==> src/rtl/conv_mc_seq_pkg.sv <==
// conv_mc_seq_pkg: state encoding and sizing helpers shared by the convolution engines
package conv_mc_seq_pkg;

    typedef enum logic [1:0] {IDLE = 2'd0, RUN = 2'd1, DONE = 2'd2} state_t;

    function automatic int clog2(input int v);
        int r;
        r = 0;
        while ((1 << r) < v) r++;
        return r;
    endfunction

    // output extent of one dimension after kernel, padding and stride
    function automatic int res_dim(input int img_n, input int k_n, input int pad, input int stride);
        return (img_n - k_n + 2 * pad) / stride + 1;
    endfunction

endpackage

==> src/rtl/conv_mc_seq_mac_sat.sv <==
// conv_mc_seq_mac_sat: one signed MAC step, with bias, ReLU and saturation on an output's last tap
module conv_mc_seq_mac_sat #(
    parameter int BITWIDTH = 4,
    parameter int ACC_W = 9,
    parameter int RELU_EN = 0
) (
    input  logic signed [BITWIDTH-1:0] pixel,
    input  logic signed [BITWIDTH-1:0] weight,
    input  logic signed [BITWIDTH-1:0] bias,
    input  logic signed [ACC_W-1:0]    acc,
    input  logic                       last,
    output logic signed [ACC_W-1:0]    y
);
    localparam int RW = 2 * BITWIDTH;
    localparam logic signed [ACC_W-1:0] MAXV = {{(ACC_W-RW+1){1'b0}}, {(RW-1){1'b1}}};
    localparam logic signed [ACC_W-1:0] MINV = {{(ACC_W-RW+1){1'b1}}, {(RW-1){1'b0}}};

    logic signed [RW-1:0]    prod;
    logic signed [ACC_W-1:0] sum, val, rl;

    // low RW bits of the sign-extended product are exact since the product always fits in RW
    always_comb begin
        prod = {{BITWIDTH{pixel[BITWIDTH-1]}}, pixel} * {{BITWIDTH{weight[BITWIDTH-1]}}, weight};
        sum  = acc + {{(ACC_W-RW){prod[RW-1]}}, prod};
        val  = sum + {{(ACC_W-BITWIDTH){bias[BITWIDTH-1]}}, bias};
        rl   = (RELU_EN != 0 && val < 0) ? '0 : val;
        y    = !last ? sum : rl > MAXV ? MAXV : rl < MINV ? MINV : rl;
    end

endmodule

==> src/rtl/conv_mc_seq.sv <==
// conv_mc_seq: sequential multi-channel 2-D convolution, one MAC per clock over a latched frame
module conv_mc_seq
    import conv_mc_seq_pkg::*;
#(
    parameter int IMG_W    = 4,
    parameter int IMG_H    = 4,
    parameter int K_W      = 2,
    parameter int K_H      = 2,
    parameter int IN_CH    = 1,
    parameter int BITWIDTH = 4,
    parameter int PAD_EN   = 0,
    parameter int PADDING  = 0,
    parameter int STRIDE   = 1,
    parameter int RELU_EN  = 0,
    localparam int PAD     = PADDING * PAD_EN,
    localparam int RES_W   = res_dim(IMG_W, K_W, PAD, STRIDE),
    localparam int RES_H   = res_dim(IMG_H, K_H, PAD, STRIDE),
    localparam int N_OUT   = RES_W * RES_H,
    localparam int RW      = 2 * BITWIDTH
) (
    input  logic                                   clk_en,
    input  logic                                   rst_n,
    input  logic                                   conv_en,
    input  logic [IMG_W*IMG_H*IN_CH*BITWIDTH-1:0]  img,
    input  logic [K_W*K_H*IN_CH*BITWIDTH-1:0]      weight,
    input  logic [BITWIDTH-1:0]                    bias,
    output logic [RW*N_OUT-1:0]                    result,
    output logic                                   conv_fin,
    output logic                                   busy
);
    localparam int TAPS     = K_W * K_H * IN_CH;
    localparam int ACC_W    = RW + clog2(TAPS) + 1;
    localparam int IMG_BITS = IMG_W * IMG_H * IN_CH * BITWIDTH;
    localparam int WGT_BITS = K_W * K_H * IN_CH * BITWIDTH;
    localparam int IIW      = clog2(IMG_BITS);
    localparam int WIW      = clog2(WGT_BITS);
    localparam int RIW      = clog2(RW * N_OUT);
    localparam int CW       = 16;

    state_t                     state, nstate;
    logic [IMG_BITS-1:0]        img_r;
    logic [WGT_BITS-1:0]        wgt_r;
    logic signed [BITWIDTH-1:0] bias_r, pix, wgt;
    logic signed [ACC_W-1:0]    acc, y;
    logic [CW-1:0]              kc, kr, ch, oc, orow;
    logic signed [31:0]         pr, pc, ch_s;
    logic [IIW-1:0]             pidx;
    logic [RIW-1:0]             ridx;
    logic                       in_rng, kc_w, kr_w, ch_w, oc_w, or_w, last_tap, last_out;

    // decode the current tap: wrap flags, source coordinates and operand/result slice positions
    always_comb begin
        kc_w     = kc == CW'(K_W - 1);
        kr_w     = kr == CW'(K_H - 1);
        ch_w     = ch == CW'(IN_CH - 1);
        oc_w     = oc == CW'(RES_W - 1);
        or_w     = orow == CW'(RES_H - 1);
        last_tap = kc_w && kr_w && ch_w;
        last_out = oc_w && or_w;
        ch_s     = $signed(32'(ch));
        pr       = $signed(32'(orow)) * STRIDE + $signed(32'(kr)) - PAD;
        pc       = $signed(32'(oc)) * STRIDE + $signed(32'(kc)) - PAD;
        in_rng   = pr >= 0 && pr < IMG_H && pc >= 0 && pc < IMG_W;
        pidx     = in_rng ? IIW'(((ch_s * IMG_H + pr) * IMG_W + pc) * BITWIDTH) : '0;
        pix      = in_rng ? img_r[pidx +: BITWIDTH] : '0;
        wgt      = wgt_r[WIW'(((ch_s * K_H + $signed(32'(kr))) * K_W + $signed(32'(kc))) * BITWIDTH) +: BITWIDTH];
        ridx     = RIW'(($signed(32'(orow)) * RES_W + $signed(32'(oc))) * RW);
    end

    conv_mc_seq_mac_sat #(
        .BITWIDTH(BITWIDTH),
        .ACC_W   (ACC_W),
        .RELU_EN (RELU_EN)
    ) u_mac (
        .pixel (pix),
        .weight(wgt),
        .bias  (bias_r),
        .acc   (acc),
        .last  (last_tap),
        .y     (y)
    );

    // state register
    always_ff @(posedge clk_en) state <= !rst_n ? IDLE : nstate;

    // accept in IDLE, leave RUN on the frame's final tap, DONE lasts exactly one cycle
    always_comb
        nstate = state == IDLE ? (conv_en ? RUN : IDLE) : state == RUN ? (last_tap && last_out ? DONE : RUN) : IDLE;

    // status outputs decode straight from state
    always_comb begin
        busy     = state != IDLE;
        conv_fin = state == DONE;
    end

    // operand latch, tap/output counters, accumulator and result write-back
    always_ff @(posedge clk_en) begin
        if (!rst_n) begin
            img_r  <= '0;
            wgt_r  <= '0;
            bias_r <= '0;
            acc    <= '0;
            kc     <= '0;
            kr     <= '0;
            ch     <= '0;
            oc     <= '0;
            orow   <= '0;
            result <= '0;
        end else if (state == IDLE && conv_en) begin
            img_r  <= img;
            wgt_r  <= weight;
            bias_r <= bias;
            acc    <= '0;
            kc     <= '0;
            kr     <= '0;
            ch     <= '0;
            oc     <= '0;
            orow   <= '0;
        end else if (state == RUN) begin
            acc  <= last_tap ? '0 : y;
            if (last_tap) result[ridx +: RW] <= y[RW-1:0];
            kc   <= kc_w ? '0 : kc + 1'b1;
            kr   <= kc_w ? (kr_w ? '0 : kr + 1'b1) : kr;
            ch   <= (kc_w && kr_w) ? (ch_w ? '0 : ch + 1'b1) : ch;
            oc   <= last_tap ? (oc_w ? '0 : oc + 1'b1) : oc;
            orow <= (last_tap && oc_w) ? (or_w ? '0 : orow + 1'b1) : orow;
        end
    end

endmodule

==> config.mk <==
export PLATFORM = sky130hd
export DESIGN_NAME = conv_mc_seq
export DESIGN_NICKNAME = d
export VERILOG_FILES = /design/src/rtl/conv_mc_seq_pkg.sv /design/src/rtl/conv_mc_seq_mac_sat.sv /design/src/rtl/conv_mc_seq.sv
export SDC_FILE = /design/constraint.sdc
export NUM_CORES = 1
export LEC_CHECK = 0
export ABC_AREA = 1
export CORE_UTILIZATION = 45
export DETAILED_ROUTE_END_ITERATION = 10
export PLACE_DENSITY = 0.64
export RECOVER_POWER = 100
export SLEW_MARGIN = 0
export SYNTH_ARGS = -nofsm -noshare
export SYNTH_HDL_FRONTEND = slang
export SYNTH_SLANG_ARGS = --single-unit
export TNS_END_PERCENT = 30
==> constraint.sdc <==
create_clock -name clk_en -period 23 [get_ports clk_en]
set_clock_uncertainty 0.1 [all_clocks]
set_input_delay 2.3 -clock clk_en [delete_from_list [all_inputs] [get_ports clk_en]]
set_output_delay 2.3 -clock clk_en [all_outputs]
set_load 0.01 [all_outputs]
== Yosys cells after proc, flatten, opt, wreduce, memory -nomap -nowiden ==
Cells that the tools add are included.

* Logic and storage cells: 80
* Output and inout bits: 74
* Input bits: 87
* Bits in registers: 249

* $add $sub $neg: 15
* Reduce and logical (&&, ||, !) cells: 18
* Bitwise operators: 2
* $mul: 2
* Muxes and demuxes: 16
* Equality and inequality tests: 6
* $lt $le $gt $ge: 6
* Shift operators: 4

{| class="wikitable"
|+ Operators by type and width
! kind !! number
|-
| 16-bit by 1-bit adder with 16-bit output (second input constant) || 5
|-
| 16-bit 2-to-1 mux || 5
|-
| 72-bit bitwise mux || 1
|-
| 8-bit by 9-bit variable shift with 72-bit output (first input constant) || 1
|-
| 8-bit by 9-bit variable part select with 72-bit output || 1
|-
| 64-bit by 7-bit variable part select with 4-bit output || 1
|-
| 11-bit 2-to-1 mux || 4
|-
| 16-bit by 16-bit adder with 17-bit output || 2
|-
| 17-bit by 1-bit >= comparator with 1-bit output (second input constant) || 2
|-
| 17-bit by 3-bit < comparator with 1-bit output (second input constant) || 2
|-
| 16-bit by 1-bit == test with 1-bit output (second input constant) || 2
|-
| 16-bit by 2-bit == test with 1-bit output (second input constant) || 2
|-
| 11-bit adder || 2
|-
| 16-bit zero test || 1
|-
| 16-bit by 2-bit multiplier with 4-bit output (second input constant) || 1
|-
| 16-bit by 4-bit variable part select with 4-bit output || 1
|-
| 11-bit by 8-bit greater-than comparator with 1-bit output (second input constant) || 1
|-
| 11-bit by 8-bit < comparator with 1-bit output (second input constant) || 1
|-
| 1-bit logical AND || 9
|-
| 7-bit negator with 9-bit output || 1
|-
| 4-bit adder || 2
|-
| 4-bit by 4-bit multiplier with 8-bit output || 1
|-
| 2-bit AND reduction || 4
|-
| 2-bit 2-to-1 mux || 3
|-
| other kinds (13) || 14
|}

== Logic depth before layout (Yosys ltp) ==
* Depth in word-level cells: 17
* Gate-level depth with buffers: 60
* Mapped depth without buffers: 59

== Hierarchy ==
From an unflattened synthesis, not the netlist that was laid out.

* Cells, all modules: 2261
* Area total of the unflattened synthesis: 15070.7 µm²

{| class="wikitable"
|+ By module, submodules not included
! module !! cells each !! instances !! area an instance (µm²) !! seq. area each (µm²)
|-
| conv_mc_seq || 1956 || 1 || 13155.1 || 4824.6
|-
| conv_mc_seq_mac_sat || 305 || 1 || 1915.6 || 0.0
|}

== Least setup slack after synthesis ==
No wires, ideal clock.

* Kind: register to register
* Start: register orow[0]
* End: register result[40]
* Library setup time: 71 ps
* Data required time: 22829 ps
* Path buffers: 3
* Period minus slack after synthesis: 8489 ps
* Cell stages (with the launch flop): 56
* Path slack: 14511 ps
* Arrival: 8318 ps
* Cells stage by stage: dfxtp_1 ha_1 inv_1 fa_1 inv_1 nand2_1 nand2_4 nand3b_4 nand2_2 nand2_1 nand3b_1 nand2_1 and2_4 nand2_2 nor2_4 buf_6 nand3_4 buf_2 [20 not listed] ha_1 inv_1 xor2_1 inv_1 ha_1 a21o_1 nand2_1 nand2_1 a21oi_1 xor2_1 inv_1 nand3_1 nand2_2 a21oi_2 nand2_2 nand2_4 nand4_1 a21oi_1

* Word-level cells in the longest chain between the ends: 17
* Elaborated cells between the ends (all ways): 25
* Classes of those cells: add/sub: 7; mul: 2; order compare: 4; shift: 3; mux: 6; reduce/logical: 3

{| class="wikitable"
|+ Ends and longest elaborated chain
! element !! RTL line !! RTL
|-
| start, declared || conv_mc_seq.sv:45 || <nowiki>logic [CW-1:0] kc, kr, ch, oc, orow;</nowiki>
|-
| start signal, assigned || conv_mc_seq.sv:126 || <nowiki>orow <= (last_tap && oc_w) ? (or_w ? '0 : orow + 1'b1) : orow;</nowiki>
|-
| 16-bit by 16-bit adder with 17-bit output || conv_mc_seq.sv:61 || <nowiki>pr = $signed(32'(orow)) * STRIDE + $signed(32'(kr)) - PAD;</nowiki>
|-
| 17-bit by 1-bit >= comparator with 1-bit output or 17-bit by 3-bit < comparator with 1-bit output (tied branches) || conv_mc_seq.sv:63 || <nowiki>in_rng = pr >= 0 && pr < IMG_H && pc >= 0 && pc < IMG_W;</nowiki>
|-
| 1-bit logical AND (3 in a row) || conv_mc_seq.sv:63 ||
|-
| 6-bit 2-to-1 mux || conv_mc_seq.sv:64 || <nowiki>pidx = in_rng ? IIW'(((ch_s * IMG_H + pr) * IMG_W + pc) * BITWIDTH) : '0;</nowiki>
|-
| 64-bit by 7-bit variable part select with 4-bit output || conv_mc_seq.sv:65 || <nowiki>pix = in_rng ? img_r[pidx +: BITWIDTH] : '0;</nowiki>
|-
| 4-bit 2-to-1 mux || conv_mc_seq.sv:65 ||
|-
| 4-bit by 4-bit multiplier with 8-bit output || conv_mc_seq_mac_sat.sv:23 || <nowiki>prod = {{BITWIDTH{pixel[BITWIDTH-1]}}, pixel} * {{BITWIDTH{weight[BITWIDTH-1]}}, weight};</nowiki>
|-
| 11-bit adder || conv_mc_seq_mac_sat.sv:24 || <nowiki>sum = acc + {{(ACC_W-RW){prod[RW-1]}}, prod};</nowiki>
|-
| 11-bit adder || conv_mc_seq_mac_sat.sv:25 || <nowiki>val = sum + {{(ACC_W-BITWIDTH){bias[BITWIDTH-1]}}, bias};</nowiki>
|-
| 11-bit by 8-bit < comparator with 1-bit output || conv_mc_seq_mac_sat.sv:27 || <nowiki>y = !last ? sum : rl > MAXV ? MAXV : rl < MINV ? MINV : rl;</nowiki>
|-
| 11-bit 2-to-1 mux (3 in a row) || conv_mc_seq_mac_sat.sv:27 ||
|-
| 8-bit by 9-bit variable part select with 72-bit output || conv_mc_seq.sv:121 || <nowiki>if (last_tap) result[ridx +: RW] <= y[RW-1:0];</nowiki>
|-
| 72-bit bitwise mux (*) || conv_mc_seq.sv:121 ||
|-
| end signal, assigned by index || conv_mc_seq.sv:121 ||
|-
| end, declared || conv_mc_seq.sv:27 || <nowiki>output logic [RW*N_OUT-1:0] result,</nowiki>
|}

Every way passes the cells marked *; elsewhere a longest branch is shown, timed or not.
A chain may end at the register's enable or synchronous reset.

== Worst setup path after layout ==
* Start: register kc[0]
* End: register result[57]

* Word-level cells in the longest chain between the ends: 16
* Elaborated cells between the ends (all ways): 25
* Classes of those cells: add/sub: 5; mul: 1; order compare: 4; eq/ne: 1; shift: 3; mux: 6; reduce/logical: 5

{| class="wikitable"
|+ Ends and longest elaborated chain
! element !! RTL line !! RTL
|-
| start, declared || conv_mc_seq.sv:45 ||
|-
| start signal, assigned || conv_mc_seq.sv:122 || <nowiki>kc <= kc_w ? '0 : kc + 1'b1;</nowiki>
|-
| 16-bit by 16-bit adder with 17-bit output || conv_mc_seq.sv:62 || <nowiki>pc = $signed(32'(oc)) * STRIDE + $signed(32'(kc)) - PAD;</nowiki>
|-
| 17-bit by 1-bit >= comparator with 1-bit output || conv_mc_seq.sv:63 ||
|-
| 1-bit logical AND (2 in a row) || conv_mc_seq.sv:63 ||
|-
| 6-bit 2-to-1 mux || conv_mc_seq.sv:64 ||
|-
| 64-bit by 7-bit variable part select with 4-bit output || conv_mc_seq.sv:65 ||
|-
| 4-bit 2-to-1 mux || conv_mc_seq.sv:65 ||
|-
| 4-bit by 4-bit multiplier with 8-bit output || conv_mc_seq_mac_sat.sv:23 ||
|-
| 11-bit adder || conv_mc_seq_mac_sat.sv:24 ||
|-
| 11-bit adder || conv_mc_seq_mac_sat.sv:25 ||
|-
| 11-bit by 8-bit < comparator with 1-bit output || conv_mc_seq_mac_sat.sv:27 ||
|-
| 11-bit 2-to-1 mux (3 in a row) || conv_mc_seq_mac_sat.sv:27 ||
|-
| 8-bit by 9-bit variable part select with 72-bit output || conv_mc_seq.sv:121 ||
|-
| 72-bit bitwise mux || conv_mc_seq.sv:121 ||
|}

Several ways; a longest one is shown, not always the timed one.

==> impl_metrics.csv <==
group,metric,value,unit
setup_path,crit_arrival,11.03,ns
logic_synthesis,ys_top_cells_by_count,"sky130_fd_sc_hd__nand2_1, sky130_fd_sc_hd__nor2_1, sky130_fd_sc_hd__inv_1, sky130_fd_sc_hd__dfxtp_1, sky130_fd_sc_hd__o21ai_0",
route,drt_pass1_iterations,5,
floorplan,die_w,183.2,um
clock_network,clock-root-buffer,"sky130_fd_sc_hd__clkbuf_16",
clock_network,post-cts-setup-buffer-count,0,
logic_synthesis,syn-num-nets,2360,
route,ant_nets,0,
logic_synthesis,yosysTopAreaCell,"sky130_fd_sc_hd__dfxtp_1",
clock_network,cts_htree_levels,1,
clock_network,tritoncts_clock_tree,"yes",
floorplan,design.die.area,33570,um^2
logic_synthesis,post_synth_instance_area,14780,um^2
setup_path,crit_path_max_fanout,14,
status,violations_in_the_final_reports,"capacitance limit, slew limit",
global_routing,grt_pass1_vias,13232,
global_routing,antenna_found_initial,0,
pwr,vdd.ir_drop.worst,0.05421,mV
clock_network,cts_repair_resize_count,0,
min_path,hp_class,"reg -> reg",
job,drv.max_cap_violation_count,2,
timing,final.min_clock_period,10.68,ns
floorplan,core_area,31960,um^2
floorplan,dieHeight,183.2,um
timing,setup-tns-final,0,ns
logic_synthesis,synth-seq-area-share,32.64,%
route,wl_per_cell,14.92,um
setup_path,crit_path_start,"kc[0]$_SDFFE_PP0N_",
setup_path,worst_path_buf_inv,9,
timing,fmaxAchievable,0.09362,GHz
global_routing,grt_use_total,24.08,%
place,place.gp.congestion,0.9162,
clock_network,cts-buffers-inserted,28,
route,vias_per_cell,5.135,
timing,hold-worst-slack,0.3531,ns
setup_path,path_class,"reg -> reg",
setup_path,critPathSlowestCell,"sky130_fd_sc_hd__dfxtp_1",
clock_network,insertion_delay,0.55,ns
setup_path,cp_num_cells,56,
setup_path,slowest_delay,0.57,ns
global_routing,grt_first_pass_wirelength,66180,um
floorplan,initial_utilization,46.24,%
logic_synthesis,synthesis.instances,2174,
logic_synthesis,ys_warns,0,
logic_synthesis,yosysMostFrequentCell,"sky130_fd_sc_hd__nand2_1",
timing,rsz0062_at_grt,"no",
logic_synthesis,postSynth.asyncResetShare,0,%
place,portBuffers,152,
clock_network,clk_pin_slew,0.06,ns
layout,n_fill_cell,3113,
layout,final_nets,2490,
route,vias,14157,
logic_synthesis,synth-main-ff-cell,"sky130_fd_sc_hd__dfxtp_1",
global_routing,maximum_number_of_pins_on_one_net_before_global_route_repair,91,
pwr,total_power_divided_by_cell_area,63.46,nW/um^2
route,drt_iter0_markers,882,
global_routing,grt_overflow_total,0,
floorplan,top_level_ports,161,
place,dpl.hpwl,31010,um
timing,finalMaxSlewViolations,134,
setup_path,startpoint_type,"flip-flop",
min_path,worstHoldStart,"img_r[30]$_SDFFE_PN0P_",
logic_synthesis,synth_edf_count,0,
layout,multi_input_comb_area,8533,um^2
status,result_of_the_run,"complete, but fails checks",
timing,max_slew.worst_pin.slew,2.328,ns
layout,share_of_cells_above_drive_strength_1,5.556,%
logic_synthesis,synth-seq-cells,241,
min_path,worst_hold_path_depth,2,
timing,setup-violations-final,0,
timing,finalHoldViolations,0,
setup_path,crit_required,23.35,ns
setup_path,crit_top_cell,"sky130_fd_sc_hd__nand2_1",
clock_network,tritoncts_num_sinks,241,
clock_network,clk_path_buf_depth,3,
logic_synthesis,postSynthAreaPerCell,6.798,um^2
setup_path,crit-reg2reg-launch,"kc[0]$_SDFFE_PP0N_",
logic_synthesis,synth_cell_types,51,
logic_synthesis,ys_top_cells_by_area,"sky130_fd_sc_hd__dfxtp_1, sky130_fd_sc_hd__nand2_1, sky130_fd_sc_hd__nor2_1, sky130_fd_sc_hd__inv_1, sky130_fd_sc_hd__ha_1",
route,detail_route.drc_violations,0,
layout,antennaDiodeCount,0,
setup_path,worst-r2r-cell-count,56,
setup_path,timing.critical_path.max_delay_family,"simple AND/OR/NAND/NOR gates",
pwr,cellLeakagePower,8.081,nW
timing,slew_headroom,-55.17,%
clock_network,ctsHoldBuffers,0,
layout,syn_to_final_growth,18.76,%
timing,post-route-period-util,46.44,%
layout,ff_latch_area,4825,um^2
logic_synthesis,synthDominantCellAreaShare,32.64,%
setup_path,end_kind,"flip-flop",
route,finalWirelength,41140,um
floorplan,core.rowCount,65,
## layout make-up
| class | instances | share of cell area [%] |
|---|---|---|
| inverter | 297 | 6.352 |
| sequential | 241 | 27.49 |
| timing repair buffer | 159 | 8.875 |
| multi-input combinational | 1577 | 48.62 |
| clock inverter | 15 | 1.233 |
| tap | 435 | 3.101 |
| clock buffer | 33 | 4.334 |
## cells by family after synthesis
group                      synth area share (%)
and+or+nand+nor                           31.71
AOI/OAI and AO/OA                         14.71
buffers and inverters                     9.262
DFF                                       32.64
adders and majority gates                 9.245
xor gates and xnor gates                  2.430
## worst reg2reg max path: cells and delay by family (launching register included)
family	cells	cell delay [ns]
and+or+nand+nor	27	3.90
AOI/OAI and AO/OA	8	1.30
adders and majority gates	9	3.35
DFF	1	0.57
buffers and inverters	9	0.75
xor gates and xnor gates	3	0.63
## power breakdown
part           switching (W)  internal (W)
Clock               0.000182      0.000292
Combinational       0.000128     0.0000725
Sequential        0.00000826      0.000431
## routing by layer
metal / up-vias / wire length [um] / track usage (%)
met5: - / 0 / 0
met4: 0 / 1087 / 7.400
met3: 62 / 2486 / 4.666
met2: 318 / 18430 / 39.30
met1: 6404 / 19140 / 32.00
li1: 7373 / - / -
## flip-flops by register name (all words and copies together), names as in the netlist, 8 cells and up
signal	cells
kr	16
orow	16
ch	16
img_r	64
kc	16
result	72
wgt_r	8
oc	16
acc	11
## per-stage QoR
step                      utilization, %  cell area (um^2)  std cells  setup WS, ns   power, W
after floorplan                        -             14780       2174         14.51  0.0005919
after detailed placement           52.08             16650       2709         12.69  0.0006525
after global routing               54.91             17550       2757         11.33   0.001167
final                              54.91             17550       2757         12.32   0.001114
after CTS                          55.14             17620       2757         12.63   0.001130
after global placement             52.08             16650       2709         12.81  0.0006479
## cells in the final DEF, fill, tap and decap left out, types with 3 or more instances in the layout
| master | Yosys | routed |
|---|---|---|
| sky130_fd_sc_hd__a211oi_1 | 7 | 7 |
| sky130_fd_sc_hd__a21oi_1 | 167 | 168 |
| sky130_fd_sc_hd__a221oi_1 | 4 | 4 |
| sky130_fd_sc_hd__a31oi_1 | 3 | 3 |
| sky130_fd_sc_hd__and3_1 | 7 | 7 |
| sky130_fd_sc_hd__buf_4 | 3 | 4 |
| sky130_fd_sc_hd__bufinv_16 | 0 | 5 |
| sky130_fd_sc_hd__clkbuf_1 | 48 | 5 |
| sky130_fd_sc_hd__clkbuf_16 | 0 | 29 |
| sky130_fd_sc_hd__clkdlybuf4s50_1 | 0 | 77 |
| sky130_fd_sc_hd__clkinv_1 | 5 | 5 |
| sky130_fd_sc_hd__clkinv_2 | 0 | 6 |
| sky130_fd_sc_hd__dfxtp_1 | 241 | 241 |
| sky130_fd_sc_hd__dlygate4sd3_1 | 0 | 74 |
| sky130_fd_sc_hd__fa_1 | 17 | 17 |
| sky130_fd_sc_hd__ha_1 | 82 | 82 |
| sky130_fd_sc_hd__inv_1 | 279 | 279 |
| sky130_fd_sc_hd__inv_2 | 13 | 13 |
| sky130_fd_sc_hd__nand2_1 | 394 | 406 |
| sky130_fd_sc_hd__nand2_2 | 28 | 18 |
| sky130_fd_sc_hd__nand3_1 | 103 | 103 |
| sky130_fd_sc_hd__nand3_2 | 12 | 12 |
| sky130_fd_sc_hd__nand3b_1 | 4 | 4 |
| sky130_fd_sc_hd__nand4_1 | 51 | 51 |
| sky130_fd_sc_hd__nor2_1 | 320 | 322 |
| sky130_fd_sc_hd__nor2_2 | 5 | 5 |
| sky130_fd_sc_hd__nor2_4 | 7 | 5 |
| sky130_fd_sc_hd__nor3_1 | 51 | 51 |
| sky130_fd_sc_hd__nor3b_1 | 15 | 15 |
| sky130_fd_sc_hd__nor4_1 | 17 | 16 |
| sky130_fd_sc_hd__o211ai_1 | 13 | 13 |
| sky130_fd_sc_hd__o21ai_0 | 170 | 170 |
| sky130_fd_sc_hd__o21bai_1 | 18 | 18 |
| sky130_fd_sc_hd__or2_2 | 9 | 9 |
| sky130_fd_sc_hd__or2_4 | 3 | 3 |
| sky130_fd_sc_hd__xnor2_1 | 15 | 15 |
| sky130_fd_sc_hd__xor2_1 | 26 | 26 |
## final timing paths
kind,slack (ns),to
max reg2reg,12.32,result[57]$_SDFFE_PN0P_
min,0.35,img_r[30]$_SDFFE_PN0P_
min reg2reg,0.35,img_r[30]$_SDFFE_PN0P_
max,12.32,result[57]$_SDFFE_PN0P_
No activity file was read; power rests on OpenSTA's default activity.
==> RTL edit 1: new RTL, config.mk and constraints unchanged <==
The parameter `K_H` goes from 2 to 4.
--- a/src/rtl/conv_mc_seq.sv
+++ b/src/rtl/conv_mc_seq.sv
@@ -5,7 +5,7 @@
     parameter int IMG_W    = 4,
     parameter int IMG_H    = 4,
     parameter int K_W      = 2,
-    parameter int K_H      = 2,
+    parameter int K_H      = 4,
     parameter int IN_CH    = 1,
     parameter int BITWIDTH = 4,
     parameter int PAD_EN   = 0,
Ports: changed (resized result and weight); port bits go from 161 to 129. No check against the original RTL was run, so the function may have changed too.
==> RTL edit 1 against the unedited design <==
The flow still finishes with violations (max-capacitance violations, max-slew violations); synthesized area shrank 8.1%; setup slack lost 1.8 ns; total power shrank 8.1%; sequential cell count shrank 39; highest routed layer unchanged; cell area shrank 9.9%; hold slack gained 0.0090 ns; sequential share of layout area shrank 1.9 points; routed wire length shrank 11%; utilization shrank 1.5 points; global-route usage shrank 0.14 points; clock power shrank 15%.
==> RTL edit 1: results (changes against the unedited design) <==
stage	metric	value	unit	change
status	status	finished, violations left		unchanged
place	io_buffer_count	112		was 152
flow_run	cap_violations	4		was 2
yosys	synth_commonest_cells	nand2_1 (449), nor2_1 (373), inv_1 (288), dfxtp_1 (202), o21ai_0 (142)		was nand2_1 (394), nor2_1 (320), inv_1 (279), dfxtp_1 (241), o21ai_0 (170)
yosys	seq_area_frac_synth	29.8	%	was 32.6%
route	drtIter0Drc	870		was 882
route	viasPerCell	5.15		was 5.13
clocking	numCtsBuffers	24		was 28
critical_path	reg2reg_to	result[17]		was result[57]
place	gp_congestion	0.941		was 0.916
grt	grt_use_total	23.9	%	was 24.1%
critical_path	rr_worst_depth	53		was 56
grt	grt_pass1_vias	12800		was 13200
yosys	syn_nets	2317		was 2360
yosys	synth_compound_area_share	12.0	%	was 14.7%
pwr	leakage	7.44	nW	was 8.08 nW
grt	grt_pass1_wl	61.1	mm	was 66.2 mm
critical_path	rrSetupSlack	10.51	ns	was 12.32 ns
final_layout	final.fill_count	3061		was 3113
grt	grt_max_degree	95		was 91
yosys	synth_area_leaders	dfxtp_1 (30%), nand2_1 (12%), nor2_1 (10%), inv_1 (8.0%), ha_1 (7.6%)		was dfxtp_1 (33%), nand2_1 (10%), nor2_1 (8.1%), inv_1 (7.1%), ha_1 (6.9%)
critical_path	crit_slowest_cell	inv_1		was dfxtp_1
yosys	synthXorXnorAreaFrac	2.71	%	was 2.43%
status	violations	max-capacitance violations, max-slew violations		unchanged
final_layout	drive_gt1_share	4.48	%	was 5.56%
yosys	synth.distinct_cells	50		was 51
timing	slew_violations	287		was 134
critical_path	cp_max_fo	29		was 14
critical_path	arrival	12.81	ns	was 11.03 ns
place	dpl-instance-area	15000	µm²	was 16600 µm²
yosys	synthAdderAreaFrac	9.62	%	was 9.24%
## RTL edit 1: cell types whose count changed in the layout (fill, tap and decap cells not counted), sizes merged, moves of 5 or more
cell,delta
nand2,+58
o21ai,-28
and3,-6
and2,+5
nor2,+49
a21oi,-33
o21bai,-13
or2,-9
dfxtp,-39
nor3b,-9
dlygate4sd3,-47
clkdlybuf4s50,+7
o211ai,-12
## RTL edit 1: power groups by stage
stage | Clock [W] | Sequential, W | Combinational, W
after floorplan | 0 | 0.000378 | 0.000191
after global placement | 0 | 0.000380 | 0.000243
after detailed placement | 0 | 0.000380 | 0.000250
after CTS | 0.000408 | 0.000373 | 0.000251
after global routing | 0.000421 | 0.000374 | 0.000283
final | 0.000402 | 0.000373 | 0.000249
## RTL edit 1: per-stage QoR
stage	cells	setup WS (ns)	total power, W	hold slack, ns
after floorplan	2118	14.37	0.000569	0.330
after global placement	2579	12.15	0.000622	0.344
after detailed placement	2579	11.89	0.000630	0.357
after CTS	2620	11.80	0.00103	0.368
after global routing	2620	9.49	0.00108	0.382
final	2620	10.51	0.00102	0.362
## RTL edit 1: worst max-delay path by stage
stage,from,endpoint,slack (ns),cells past startpoint
final,kc[0],result[17],10.51,53
after global routing,kc[0],result[9],9.49,53
after CTS,kc[0],result[11],11.80,53
after detailed placement,kc[0],result[11],11.89,53
after global placement,kc[0],result[12],12.15,52
after floorplan,oc[0],result[8],14.37,54
## RTL edit 1: critical path: cells and delay by family, from the launching register on
kind / cells / cell delay [ns]
AND/OR/NAND/NOR: 23 / 3.84
flip-flops: 1 / 0.66
AO/OA/AOI/OAI: 8 / 1.30
adder cells (fa/ha/maj): 9 / 3.44
buffers and inverters: 9 / 2.05
XOR/XNOR: 4 / 0.92
## RTL edit 1: area by class of cell
cell class | instances | area [µm²] | share of cell area [%]
Multi-Input combinational cell | 1566 | 8170 | 51.7
Inverter | 305 | 1150 | 7.25
Tap cell | 390 | 488 | 3.08
Clock inverter | 9 | 178 | 1.12
Sequential cell | 202 | 4040 | 25.6
Clock buffer | 32 | 661 | 4.18
Timing Repair Buffer | 116 | 1130 | 7.15
## RTL edit 1: cell families (layout without fill, tap and decap cells)
kind of cell,count (synthesis),after routing
and+or+nand+nor,1121,1121
buffers and inverters,350,462
AOI/OAI and AO/OA,307,307
DFF,202,202
adders and majority gates,96,96
xor gates and xnor gates,42,42
## RTL edit 1: per-layer routing
layer | vias to the layer above | part of all wire (%) | global-route usage, %
li1 | 6995 | - | -
met1 | 6125 | 46 | 31.9
met2 | 303 | 47 | 40.9
met3 | 63 | 4.5 | 2.66
met4 | 0 | 2.1 | 6.23
met5 | - | 0 | 0
==> RTL edit 2: new RTL, config.mk and constraints unchanged <==
Made on the original files. The 3 states of `state_t` get a one-hot encoding in 3 bits.
--- a/src/rtl/conv_mc_seq_pkg.sv
+++ b/src/rtl/conv_mc_seq_pkg.sv
@@ -1,7 +1,7 @@
 // conv_mc_seq_pkg: state encoding and sizing helpers shared by the convolution engines
 package conv_mc_seq_pkg;
 
-    typedef enum logic [1:0] {IDLE = 2'd0, RUN = 2'd1, DONE = 2'd2} state_t;
+    typedef enum logic [2:0] {IDLE = 3'b001, RUN = 3'b010, DONE = 3'b100} state_t;
 
     function automatic int clog2(input int v);
         int r;
Formal check against the unedited RTL: same outputs for any inputs over 4 cycles, from zero or initial values and one cycle with rst_n low; so few cycles prove little.
==> RTL edit 2 against the unedited design <==
The flow still finishes with violations (max-capacitance violations, max-slew violations); routed wire length shrank 2.2%; sequential cell count increased by 1; final cell count decreased by 2.5%; setup slack worse by 1.1 ns; cell area decreased by 2.0%; critical path depth stayed put; synthesized area down 1.7%; count of clock-buffer cells in the layout increased by 8; hold slack lost 0.0078 ns; critical endpoint is now result[25].
Power is not compared: it rests on default switching activity, and its combinational part moved more than twofold at a synthesized area within 25%.
==> RTL edit 2: results (changes against the unedited design) <==
stage	metric	value	unit	change
flow_run	cap_violations	2		unchanged
yosys	synth_commonest_cells	nand2_1 (519), inv_1 (265), dfxtp_1 (242), nand3_1 (181), nor2_1 (173)		was nand2_1 (394), nor2_1 (320), inv_1 (279), dfxtp_1 (241), o21ai_0 (170)
critical_path	cp_max_fo	32		was 14
yosys	synth.distinct_cells	55		was 51
grt	grt_max_degree	93		was 91
yosys	synth_area_leaders	dfxtp_1 (33%), nand2_1 (13%), ha_1 (7.1%), inv_1 (6.8%), nand3_1 (6.2%)		was dfxtp_1 (33%), nand2_1 (10%), nor2_1 (8.1%), inv_1 (7.1%), ha_1 (6.9%)
grt	grt_pass1_wl	66.2	mm	about the same
grt	grt_pass1_vias	13300		was 13200
status	violations	max-capacitance violations, max-slew violations		unchanged
status	status	finished, violations left		unchanged
final_layout	drive_gt1_share	4.42	%	was 5.56%
final_layout	fin_nets	2449		was 2490
place	dpl-instance-area	16300	µm²	was 16600 µm²
pwr	power.total	0.000985	W	
place	dp_hpwl	30.6	mm	was 31.0 mm
grt	grt_use_total	24.3	%	was 24.1%
yosys	synthAdderAreaFrac	9.41	%	was 9.24%
place	gp_congestion	0.914		was 0.916
critical_path	arrival	12.22	ns	was 11.03 ns
yosys	seq_area_frac_synth	33.4	%	was 32.6%
final_layout	stdcell_count	2687		was 2757
yosys	syn_nets	2321		was 2360
timing	slew_violations	124		was 134
clocking	insertion_delay	0.57	ns	was 0.55 ns
clocking	numCtsBuffers	29		was 28
route	wire_per_inst	15.0	µm	was 14.9 µm
place	post-place-ws	12.71	ns	was 12.69 ns
yosys	synth_compound_area_share	12.9	%	was 14.7%
critical_path	crit_slowest_cell	nand3_1		was dfxtp_1
RTL edit 2: cell types whose count changed in the layout (fill, tap and decap cells not counted), sizes merged, moves of 8 or more:
cell and change:
inv -17, clkbuf +8, nand2 +113, nand3 +78
o21ai -38, nor2 -146
RTL edit 2: cell type report:
class | count | area [µm²]
clock buffers | 41 | 831
clock inverters | 12 | 120
fillers | 3077 | 14400
inverters | 279 | 1050
multi-input cells | 1553 | 8310
flip-flops and latches | 242 | 4840
well taps | 402 | 503
repair buffers | 158 | 1550
RTL edit 2: layer usage:
layer | GRT usage, % | part of all wire [%] | up-vias
met4 | 5.76 | 2.0 | 0
met5 | 0 | 0 | -
met3 | 2.97 | 4.0 | 49
met1 | 31.8 | 46 | 6498
met2 | 42.4 | 48 | 260
li1 | - | - | 7310
RTL edit 2: path summary, 6_finish.rpt:
path,start,end,slack [ns]
setup / recovery,kc[0],result[25],11.18
hold / removal,img_r[38],img_r[38],0.35
setup reg to reg,kc[0],result[25],11.18
hold reg to reg,img_r[38],img_r[38],0.35
